`config.mk`:
```
export PLATFORM = sky130hd
export DESIGN_NAME = rr_arbiter_8
export DESIGN_NICKNAME = d
export VERILOG_FILES = /design/src/rtl/arb_pkg.sv /design/src/rtl/rr_pick_8.sv /design/src/rtl/rr_arbiter_8.sv
export SDC_FILE = /design/constraint.sdc
export NUM_CORES = 1
export LEC_CHECK = 0
export ABC_AREA = 1
export ABC_CLOCK_PERIOD_IN_PS = 5700
export CORE_MARGIN = 4
export CORE_UTILIZATION = 40
export CTS_CLUSTER_SIZE = 25
export DETAILED_ROUTE_END_ITERATION = 10
export SYNTH_ARGS = -nofsm -noshare
export SYNTH_HDL_FRONTEND = slang
export SYNTH_HIERARCHICAL = 1
export SYNTH_SLANG_ARGS = --single-unit
export TNS_END_PERCENT = 100
```
`constraint.sdc`:
```
create_clock -name clk -period 5.7 [get_ports clk]
set_input_delay 1.14 -clock clk [delete_from_list [all_inputs] [get_ports clk]]
set_output_delay 1.14 -clock clk [all_outputs]
set_load 0.01 [all_outputs]
```
`src/rtl/arb_pkg.sv`:
```
// Shared constants, FSM state type and one-hot decode helper for the
// eight-way round-robin arbiter.
package arb_pkg;

    localparam int unsigned N_REQ = 8;
    localparam int unsigned PTR_W = 3;

    typedef enum logic {
        IDLE,
        OWN
    } state_e;

    function automatic logic [PTR_W-1:0] onehot_to_idx(input logic [N_REQ-1:0] v);
        logic [PTR_W-1:0] idx;
        idx = '0;
        for (int i = 0; i < N_REQ; i++) begin
            if (v[i]) idx = idx | PTR_W'(i);
        end
        return idx;
    endfunction

endpackage

```
`src/rtl/rr_pick_8.sv`:
```
// Combinational round-robin pick: first set request at or after ptr, wrapping.
// The masked copy sits in the low half so it wins over the unmasked wrap copy.
module rr_pick_8
    import arb_pkg::*;
(
    input  logic [N_REQ-1:0] req,
    input  logic [PTR_W-1:0] ptr,
    output logic [N_REQ-1:0] pick,
    output logic             any
);

    logic [N_REQ-1:0]   masked;
    logic [2*N_REQ-1:0] dbl;
    logic [PTR_W-1:0]   idx;

    always_comb begin
        masked = req & ~((N_REQ'(1) << ptr) - N_REQ'(1));
        dbl    = {req, masked};
        idx    = '0;
        any    = 1'b0;
        // Scan downward so the lowest set position is the last one written.
        for (int j = 2 * N_REQ - 1; j >= 0; j--) begin
            if (dbl[j]) begin
                idx = PTR_W'(j);
                any = 1'b1;
            end
        end
        pick      = '0;
        pick[idx] = any;
    end

endmodule

```
`src/rtl/rr_arbiter_8.sv`:
```
// Eight-requester round-robin arbiter with registered one-hot grant,
// owner release on done / request drop, and optional hold timeout.
module rr_arbiter_8
    import arb_pkg::*;
#(
    parameter int unsigned MAX_HOLD = 16,
    parameter int unsigned HOLD_W   = 5
) (
    input  logic             clk,
    input  logic             rst_n,
    input  logic             en,
    input  logic [N_REQ-1:0] req,
    input  logic             done,
    output logic [N_REQ-1:0] gnt,
    output logic             gnt_valid,
    output logic             timeout
);

    localparam logic [HOLD_W-1:0] HoldLast = (MAX_HOLD == 0) ? '0 : HOLD_W'(MAX_HOLD - 1);

    state_e           state_q;
    logic [N_REQ-1:0] gnt_q;
    logic             timeout_q;
    logic [PTR_W-1:0] ptr_q;
    logic [HOLD_W-1:0] cnt_q;

    logic [PTR_W-1:0] owner;
    logic             hold_max;
    logic             vol_rel;
    logic             rel;
    logic             forced;
    logic [PTR_W-1:0] pick_ptr;
    logic [N_REQ-1:0] pick_req;
    logic [N_REQ-1:0] pick;
    logic             any;

    always_comb begin
        owner    = onehot_to_idx(gnt_q);
        hold_max = (MAX_HOLD != 0) && (cnt_q == HoldLast);
        vol_rel  = done || !req[owner];
        rel      = (state_q == OWN) && (vol_rel || hold_max);
        forced   = (state_q == OWN) && !vol_rel && hold_max;
        // On release the old owner is masked and the search starts just past it.
        pick_ptr = rel ? owner + PTR_W'(1) : ptr_q;
        pick_req = rel ? (req & ~gnt_q) : req;
    end

    rr_pick_8 u_pick (
        .req  (pick_req),
        .ptr  (pick_ptr),
        .pick (pick),
        .any  (any)
    );

    always_ff @(posedge clk or negedge rst_n) begin
        if (!rst_n) begin
            state_q   <= IDLE;
            gnt_q     <= '0;
            timeout_q <= 1'b0;
            ptr_q     <= '0;
            cnt_q     <= '0;
        end else begin
            timeout_q <= 1'b0;
            if (!en) begin
                state_q <= IDLE;
                gnt_q   <= '0;
                cnt_q   <= '0;
            end else begin
                unique case (state_q)
                    IDLE: begin
                        if (any) begin
                            gnt_q   <= pick;
                            state_q <= OWN;
                            cnt_q   <= '0;
                        end
                    end
                    OWN: begin
                        if (rel) begin
                            ptr_q     <= pick_ptr;
                            timeout_q <= forced;
                            gnt_q     <= pick;
                            cnt_q     <= '0;
                            state_q   <= any ? OWN : IDLE;
                        end else if (MAX_HOLD != 0 && !hold_max) begin
                            cnt_q <= cnt_q + HOLD_W'(1);
                        end
                    end
                    default: state_q <= IDLE;
                endcase
            end
        end
    end

    assign gnt       = gnt_q;
    assign gnt_valid = |gnt_q;
    assign timeout   = timeout_q;

endmodule

```
Yosys cells after proc, flatten, opt, wreduce, memory -nomap -nowiden

Index checks and enable logic that the tools add are counted.

Input bits: 12
Register bits after elaboration: 18

Equal/unequal tests: 4
Muxes and demuxes: 61
Bitwise gates (word level): 6
Shifts and indexed selects: 1
Reduce and logical (&&, ||, !) cells: 12
Add/sub/neg operators: 3
Order comparisons: 3

Operator list:

| operator                                                                             | number |
|---|---|
| 3-bit 2-to-1 mux                                                                     | 21 |
| 8-bit 2-to-1 mux                                                                     | 4 |
| 1-bit 2-to-1 mux                                                                     | 25 |
| 8-bit AND                                                                            | 3 |
| 5-bit 2-to-1 mux                                                                     | 4 |
| 8-bit NOT                                                                            | 2 |
| 8-bit case mux with 2 select lines                                                   | 1 |
| 5-bit case mux with 2 select lines                                                   | 1 |
| 3-bit by 4-bit less-than comparator with 1-bit output (second input constant)        | 2 |
| 8-bit OR reduction                                                                   | 1 |
| 1-bit by 3-bit left shift with 8-bit output (first input constant)                   | 1 |
| 8-bit by 1-bit subtractor with 8-bit output (second input constant)                  | 1 |
| 5-bit by 1-bit adder with 5-bit output (second input constant)                       | 1 |
| 5-bit by 4-bit == test with 1-bit output (second input constant)                     | 1 |
| 1-bit logical AND                                                                    | 4 |
| 2-bit 2-to-1 mux                                                                     | 2 |
| 4-bit by 3-bit inequality test with 1-bit output (second input constant)             | 1 |
| 2-bit AND reduction                                                                  | 2 |
| 3-bit by 1-bit adder with 3-bit output (second input constant)                       | 1 |
| 1-bit binary-select mux with 3-bit select                                            | 1 |
| 1-bit demux with 3-bit select                                                        | 1 |
| 3-bit by 1-bit greater-or-equal comparator with 1-bit output (second input constant) | 1 |
| 3-bit by 2-bit inequality test with 1-bit output (second input constant)             | 1 |
| 3-bit inequality test (second input constant)                                        | 1 |
| other kinds (5)                                                                      | 7 |

Logic depth before layout (Yosys ltp)

Gate-level depths: netlist of the first run.

Word-level depth: 38
Mapped depth: 27
Mapped depth without buffers: 27

Hierarchy

The synthesis of the first run kept the hierarchy.

Modules (own cells, without submodules):

| module       | times used | cells an instance | area an instance (um2) |
|---|---|---|---|
| rr_arbiter_8 | 1          | 149               | 1163.6 |
| rr_pick_8    | 1          | 69                | 330.3 |

Worst setup path before layout of the first run

No wires, ideal clock.

Path type: in2reg
Start: in req[0]
End: reg gnt_q[7], in the netlist gnt[7]
Path buffers: 0
Stages on the path: 19
Data arrival time: 3.172 ns
Setup slack: 2.462 ns
Data required time: 5.635 ns
Path through: inv_1 nand3_1 nand3_1 nand3_2 nand4_2 nand2_4 inv_4 a21oi_2 inv_1 nand2_1 nor3_1 inv_1 nor2_1 inv_1 nor3_1 inv_1 nand2_4 nand2_1 nand2_1

Elaborated cells on any way between the ends: 58
Classes of those cells: add/sub: 1; order compare: 2; eq/ne: 2; shift: 1; mux: 42; bitwise: 4; reduce/logical: 6

RTL lines:

| item                                        | line                                   | RTL |
|---|---|---|
| start, declared                             | rr_arbiter_8.sv:12                     | `input logic [N_REQ-1:0] req,` |
| 1-bit binary-select mux with 3-bit select * | rr_arbiter_8.sv:40                     | `vol_rel = done \|\| !req[owner];` |
| 1-bit 2-to-1 mux (not written as such) *    | rr_arbiter_8.sv:40                     |  |
| 1-bit logical NOT *                         | rr_arbiter_8.sv:40                     |  |
| 1-bit logical OR *                          | rr_arbiter_8.sv:40                     |  |
| 1-bit logical OR *                          | rr_arbiter_8.sv:41                     | `rel = (state_q == OWN) && (vol_rel \|\| hold_max);` |
| 1-bit logical AND *                         | rr_arbiter_8.sv:41                     |  |
| 8-bit 2-to-1 mux *                          | rr_arbiter_8.sv:45                     | `pick_req = rel ? (req & ~gnt_q) : req;` |
| net pick_req[7]                             | rr_arbiter_8.sv:33                     | `logic [N_REQ-1:0] pick_req;` |
| 1-bit 2-to-1 mux (8 in a row)               | rr_pick_8.sv:23                        | `if (dbl[j]) begin` |
| 1-bit 2-to-1 mux * (8 in a row)             | rr_pick_8.sv:23                        |  |
| net any                                     | rr_arbiter_8.sv:35                     | `logic any;` |
| 8-bit AND (no line)                         | --                                     |  |
| 8-bit 2-to-1 mux, on equally long branches  | rr_arbiter_8.sv:78, rr_arbiter_8.sv:71 |  |
| 8-bit case mux with 2 select lines          | rr_arbiter_8.sv:69                     | `unique case (state_q)` |
| 8-bit 2-to-1 mux                            | rr_arbiter_8.sv:64                     | `if (!en) begin` |
| end signal, assigned                        | rr_arbiter_8.sv:72                     | `gnt_q <= pick;` |
| end signal, assigned                        | rr_arbiter_8.sv:81                     | `gnt_q <= pick;` |
| end, declared                               | rr_arbiter_8.sv:22                     | `logic [N_REQ-1:0] gnt_q;` |

The timed path passes the listed nets; every way through them passes the cells marked *. The select of a mux whose other input is x is not followed.
A chain may end at the register's enable or synchronous reset.

Worst setup path after layout of the first run

Start: in req[2]
End: reg gnt_q[1], in the netlist gnt[1]

The elaborated chain is that of the path after synthesis.

==> results.json, run 1 <==
{
  "slew_violations": 0,
  "cts_tree": "yes",
  "wl_per_cell_um": 12.08,
  "synth_fp_nets": 233,
  "dp_cells": 285,
  "fp.dieW_um": 69.12,
  "synth_flop_cell": "dfrtp_1",
  "cts_root_buf": "clkbuf_8",
  "drive_above_1_share_pct": 20.16,
  "worstSkewPairLatency_ps": 250,
  "rsz0062_at_grt": "no",
  "worst_setup_path_start_kind": "input pin",
  "nets": 259,
  "postCtsHoldBufs": 0,
  "cts.sinks": 18,
  "worst_slack_ps": 1891,
  "finalHoldViolCount": 0,
  "area_delta_synth_final_pct": 21.61,
  "cts_buffer_depth": 2,
  "pre_cts_slack_ps": 1657,
  "finalCriticalPeriod_ps": 3809,
  "synth-edff-count": 0,
  "rows": 21,
  "ys_async_sr_fraction_pct": 100.0,
  "crit_type": "in2reg",
  "ir_worst_vdd_uv": 324.3,
  "worstPathArrival_ps": 4000,
  "syn_area_sq_um": 1494,
  "dieHeight_um": 69.12,
  "p_leak_nw": 0.9066,
  "antenna_found_initial": 0,
  "cts.htree.levels": 1,
  "fin_skew_ps": 0.6498,
  "synth.avg_cell_area_sq_um": 6.853,
  "synth_top_area_cell": "dfrtp_1",
  "finalSetupViolCount": 0,
  "dieArea_sq_um": 4777,
  "grt-ovfl-total": 0,
  "fillCellCount": 355,
  "setup-tns-final_ps": 0,
  "boundaryPins": 22,
  "antenna_left": 0,
  "routabilityCongestion": 0.8917,
  "grt_pass1_wl_mm": 6.285,
  "cts_setup_buffers": 0,
  "crit_required_ps": 5890,
  "post-synth-top-count-cell": "nand2_1",
  "vias_per_cell": 4.779,
  "max_freq_ghz": 0.2625,
  "period_share_pct": 66.82,
  "maxCapViolCount": 0,
  "core-area_sq_um": 3468,
  "end_kind": "register",
  "hp-class": "reg2reg",
  "firstDrtPassIters": 4,
  "postPlaceCellArea_sq_um": 1762,
  "grt_use_total_pct": 15.71,
  "grt_max_degree": 19,
  "dr_total_vias": 1381,
  "yosys-top-cells-area": "dfrtp_1, nand2_1, nand3_1",
  "status": "finished, final reports clean",
  "synth.distinct_cells": 28,
  "antenna-diode-count": 0,
  "netlist_top_cells_count": "nand2_1, inv_1, nand3_1",
  "path_max_fanout": 8,
  "clkTransAtPathRegs_ps": 70,
  "drt_iter0_drc": 70,
  "power.density_nw_per_um2": 588.9,
  "hpwlAfterDp_mm": 2.887,
  "netlist_instances": 218,
  "synth.ff_latch_count": 18,
  "wirelength_mm": 3.490,
  "slew_headroom_pct": 45.50,
  "start_util_pct": 43.07,
  "synth_top_area_share_pct": 30.15,
  "finalNonFillerCells": 289,
  "first_global_vias": 1327,
  "yosys_warnings": 6,
  "worstMarginPinSlew_ps": 815.0,
  "cts_made_buffers": 3,
  "fin_util_pct": 52.38,
  "port_buffers": 21,
  "final_cell_area_sq_um": 1817,
  "drc": 0,
  "cts_resized": 0,
  "ys_seq_area_share_pct": 30.15
}
-- where the power goes --
group / internal [W] / switching [W] / total, W
Sequential: 0.000159 / 0.0000400 / 0.000199
Combinational: 0.000274 / 0.000492 / 0.000766
Clock: 0.0000613 / 0.0000429 / 0.000104
-- through the flow --
stage,total power (W),hold WS (ps)
2_1_floorplan,0.0007916,459.1
3_3_place_gp,0.0009727,490.2
3_5_place_dp,0.0009688,488.0
4_1_cts,0.001077,505.9
5_1_grt,0.001183,543.5
6_report,0.001070,508.7
-- worst paths after layout --
kind                                      start                    to  slack [ps]  cells past startpoint
setup / recovery                         req[2]    gnt[1]$_DFFE_PN0P_        1890                     20
hold / removal             ptr_q[1]$_DFFE_PN0P_  ptr_q[1]$_DFFE_PN0P_         510                      2
setup reg to reg             gnt[5]$_DFFE_PN0P_    gnt[1]$_DFFE_PN0P_        2540                     19
hold reg to reg            ptr_q[1]$_DFFE_PN0P_  ptr_q[1]$_DFFE_PN0P_         510                      2
max in group asynchronous                 rst_n  cnt_q[0]$_DFFE_PN0P_        3840                      1
min in group asynchronous                 rst_n  ptr_q[0]$_DFFE_PN0P_        1360                      1
-- flip-flops by register name, indices dropped and copies added (netlist names) --
name,flops
gnt,8
cnt_q,5
ptr_q,3
state_q,1
timeout,1
-- cells by family (layout without fill, tap and decap cells) --
group                      Yosys count  after routing  share of synthesized area (%)
buffers and inverters               41             66                          10.47
adders and majority gates            3              3                          2.513
AOI/OAI and AO/OA                   25             25                          11.81
xor gates and xnor gates             2              2                          1.173
muxes                                1              1                         0.6700
and+or+nand+nor                    128            128                          43.22
DFF                                 18             18                          30.15
-- cells in the final DEF (no fill, tap or decap) --
master	instances
nand2_1	62
inv_1	30
nand3_1	23
clkdlybuf4s50_1	21
dfrtp_1	18
nor2_1	14
inv_2	8
nand2_2	8
a21oi_2	8
o21ai_1	6
a21oi_1	5
nor2_4	4
nand3_2	4
clkbuf_8	4
nand2_4	3
nor3_1	3
ha_1	3
o21ai_2	3
nor2_2	2
nand4_1	2
o22ai_1	2
clkinv_1	2
nand4_2	1
inv_4	1
nand3_4	1
xnor2_1	1
mux2i_1	1
xor2_1	1
or2_2	1
o211ai_2	1
-- worst max-delay path: stages --
cell and delay [ps]:
clkdlybuf4s50_1 410, inv_1 100, nand3_1 100, nand3_1 110, nand3_2 110, nand4_2 150, nand2_4 90, inv_4 130
a21oi_2 60, inv_1 90, nand2_1 70, nor3_1 280, inv_1 70, nor2_1 270, inv_1 100, nor3_1 290
inv_1 170, nand2_4 140, nand2_1 60, nand2_1 60
-- layer usage --
metal  track usage, %  vias to the layer above  wire, um
met5                0                        -         0
met4            1.302                        0        12
met3            4.215                        2       136
met2            23.31                       24      1488
met1            23.61                      615      1853
li1                 -                      740         -
-- layout make-up --
type / instances / area [sq um] / area share (%)
well taps: 46 / 57.56 / 3.168
multi-input cells: 159 / 887.1 / 48.83
clock buffers: 4 / 55.05 / 3.030
inverters: 41 / 156.4 / 8.609
repair buffers: 21 / 210.2 / 11.57
flip-flops and latches: 18 / 450.4 / 24.79
Power figures use the tool's default switching activity.
==> run 2, diff against run 1 <==
ABC_CLOCK_PERIOD_IN_PS = 3600   (was 5700)
clock period = 3.6 ns   (was 5.7 ns; I/O delays follow)
==> run 2 against run 1 <==
Non-clock buffer count increased by 1. Clock-buffer cell count is the same. Sequential share of layout area shrank 0.17 points. Clock skew grew 6.6 ps. Sequential cell count did not move. Wire length rose by 3.9%. Cell area up 0.69%. Register-to-register slack lost 1900 ps. Critical path depth stayed put. Sequential power grew 59%. Cell count increased by 0.35%. Core utilization is 0.36 points higher. Critical path type unchanged.
==> results.json, run 2 (same netlist as run 1, synthesis figures left out) <==
{
  "status": "finished, final reports clean",
  "wl_per_cell_um": 12.51,
  "grt_max_degree": 19,
  "rrSetupSlack_ps": 680,
  "worstMarginPinSlew_ps": 850.2,
  "vias_per_cell": 4.821,
  "cts_buffer_depth": 2,
  "antenna_found_initial": 0,
  "antenna_left": 0,
  "finalCriticalPeriod_ps": 3129,
  "fillCellCount": 356,
  "dieArea_sq_um": 4777,
  "final_cell_area_sq_um": 1829,
  "first_global_vias": 1370,
  "grt-ovfl-total": 0,
  "final_common_cell": "nand2_1",
  "pre_cts_slack_ps": 98.69,
  "hpwlAfterDp_mm": 2.934,
  "cts.htree.levels": 1,
  "drc": 0,
  "end_kind": "register",
  "setup-tns-final_ps": 0,
  "worstPathArrival_ps": 3330,
  "whs_path_depth": 2,
  "largest_reg_flops": 8,
  "power.density_nw_per_um2": 931.2,
  "worstSkewPairLatency_ps": 260,
  "routabilityCongestion": 0.9492,
  "p_leak_nw": 0.9124,
  "hp-class": "reg2reg",
  "worst_setup_path_start_kind": "input pin",
  "port_buffers": 21,
  "min_from": "ptr_q[1]$_DFFE_PN0P_",
  "clkTransAtPathRegs_ps": 80,
  "grt_pass1_wl_mm": 6.396,
  "drive_above_1_share_pct": 20.90,
  "postPlaceCellArea_sq_um": 1769,
  "boundaryPins": 22,
  "wirelength_mm": 3.627,
  "dieHeight_um": 69.12,
  "crit_type": "in2reg",
  "cts.sinks": 18,
  "slew_headroom_pct": 43.14,
  "core-area_sq_um": 3468,
  "finalHoldViolCount": 0,
  "drt_iter0_drc": 103,
  "grt_use_total_pct": 16.16,
  "path_max_fanout": 8,
  "fin_skew_ps": 7.295,
  "rows": 21,
  "rsz0062_at_grt": "no",
  "firstDrtPassIters": 4,
  "dr_total_vias": 1398,
  "worst_slack_ps": 471.5,
  "crit_required_ps": 3800,
  "finalSetupViolCount": 0,
  "area_delta_synth_final_pct": 22.45,
  "ir_worst_vdd_uv": 469.1,
  "fp.dieW_um": 69.12,
  "max_freq_ghz": 0.3196,
  "timing.rr.start": "gnt[5]$_DFFE_PN0P_",
  "slew_violations": 0,
  "postCtsHoldBufs": 0,
  "crit_start": "req[0]",
  "antenna-diode-count": 0,
  "cts_tree": "yes",
  "reg2reg_depth": 19,
  "period_share_pct": 86.90,
  "maxCapViolCount": 0,
  "p_total_w": 0.001703,
  "cts_made_buffers": 3,
  "layout_common_cells": "nand2_1, inv_1, nand3_1",
  "nets": 260,
  "cts_root_buf": "clkbuf_8",
  "start_util_pct": 43.07
}
## run 2: changes by cell type in the layout (fill, tap and decap cells not counted)
cell,before,now
buf_4,0,1
nor3_1,3,2
nor3_2,0,1
## run 2: critical path, stage by stage
cell	delay [ps]
clkdlybuf4s50_1	400
inv_1	100
nand3_1	80
nand3_1	110
nand3_2	120
nand4_2	150
nand2_4	90
inv_4	120
a21oi_2	60
inv_1	90
nand2_1	70
nor3_1	260
inv_1	70
nor2_1	160
inv_1	80
nor3_2	220
inv_1	150
nand2_4	130
nand2_1	60
nand2_1	60
## run 2: what timing repair did
action,CTS,global route
setup buffers,0,0
resized for setup,0,1
setup endpoints to repair,0,3
## run 2: area by class of cell
type,count,area (sq um),share of cell area [%]
sequential,18,450.4,24.62
clock buffer,4,55.05,3.010
tap,46,57.56,3.146
inverter,41,156.4,8.550
timing repair buffer,22,217.7,11.90
multi-input combinational,159,892.1,48.77
## run 2: per-stage QoR
stage	hold slack (ps)	util, %	std cells
finish	508.9	52.74	290
global route	545.2	52.74	290
CTS	505.8	52.60	290
detailed placement	486.5	51.01	286
global placement	483.7	51.01	286
floorplan	424.4	-	218
## run 2: power by group
part | switching (W) | internal [W]
clock | 0.0000745 | 0.0000973
sequential | 0.0000645 | 0.000252
combinational | 0.000781 | 0.000435
## run 2: final timing paths
path	to
worst min-delay path	ptr_q[1]$_DFFE_PN0P_
worst max register to register	gnt[5]$_DFFE_PN0P_
worst max-delay path	gnt[5]$_DFFE_PN0P_
min in group asynchronous	ptr_q[0]$_DFFE_PN0P_
worst min register to register	ptr_q[1]$_DFFE_PN0P_
max in group asynchronous	gnt[0]$_DFFE_PN0P_
## run 2: routing by layer
metal	global-route usage [%]	vias to the layer above	part of all wire [%]
met1	22.87	629	53
met4	1.518	0	0.22
met5	0	-	0
met3	4.070	2	4.0
li1	-	741	-
met2	25.74	26	43
==> run 3, diff against run 2 <==
CAP_MARGIN = 20   (was default)
CTS_CLUSTER_DIAMETER = 200   (was default)
==> results of run 3 <==
Same layout as run 2: the final DEF is identical, and so are final timing and power.
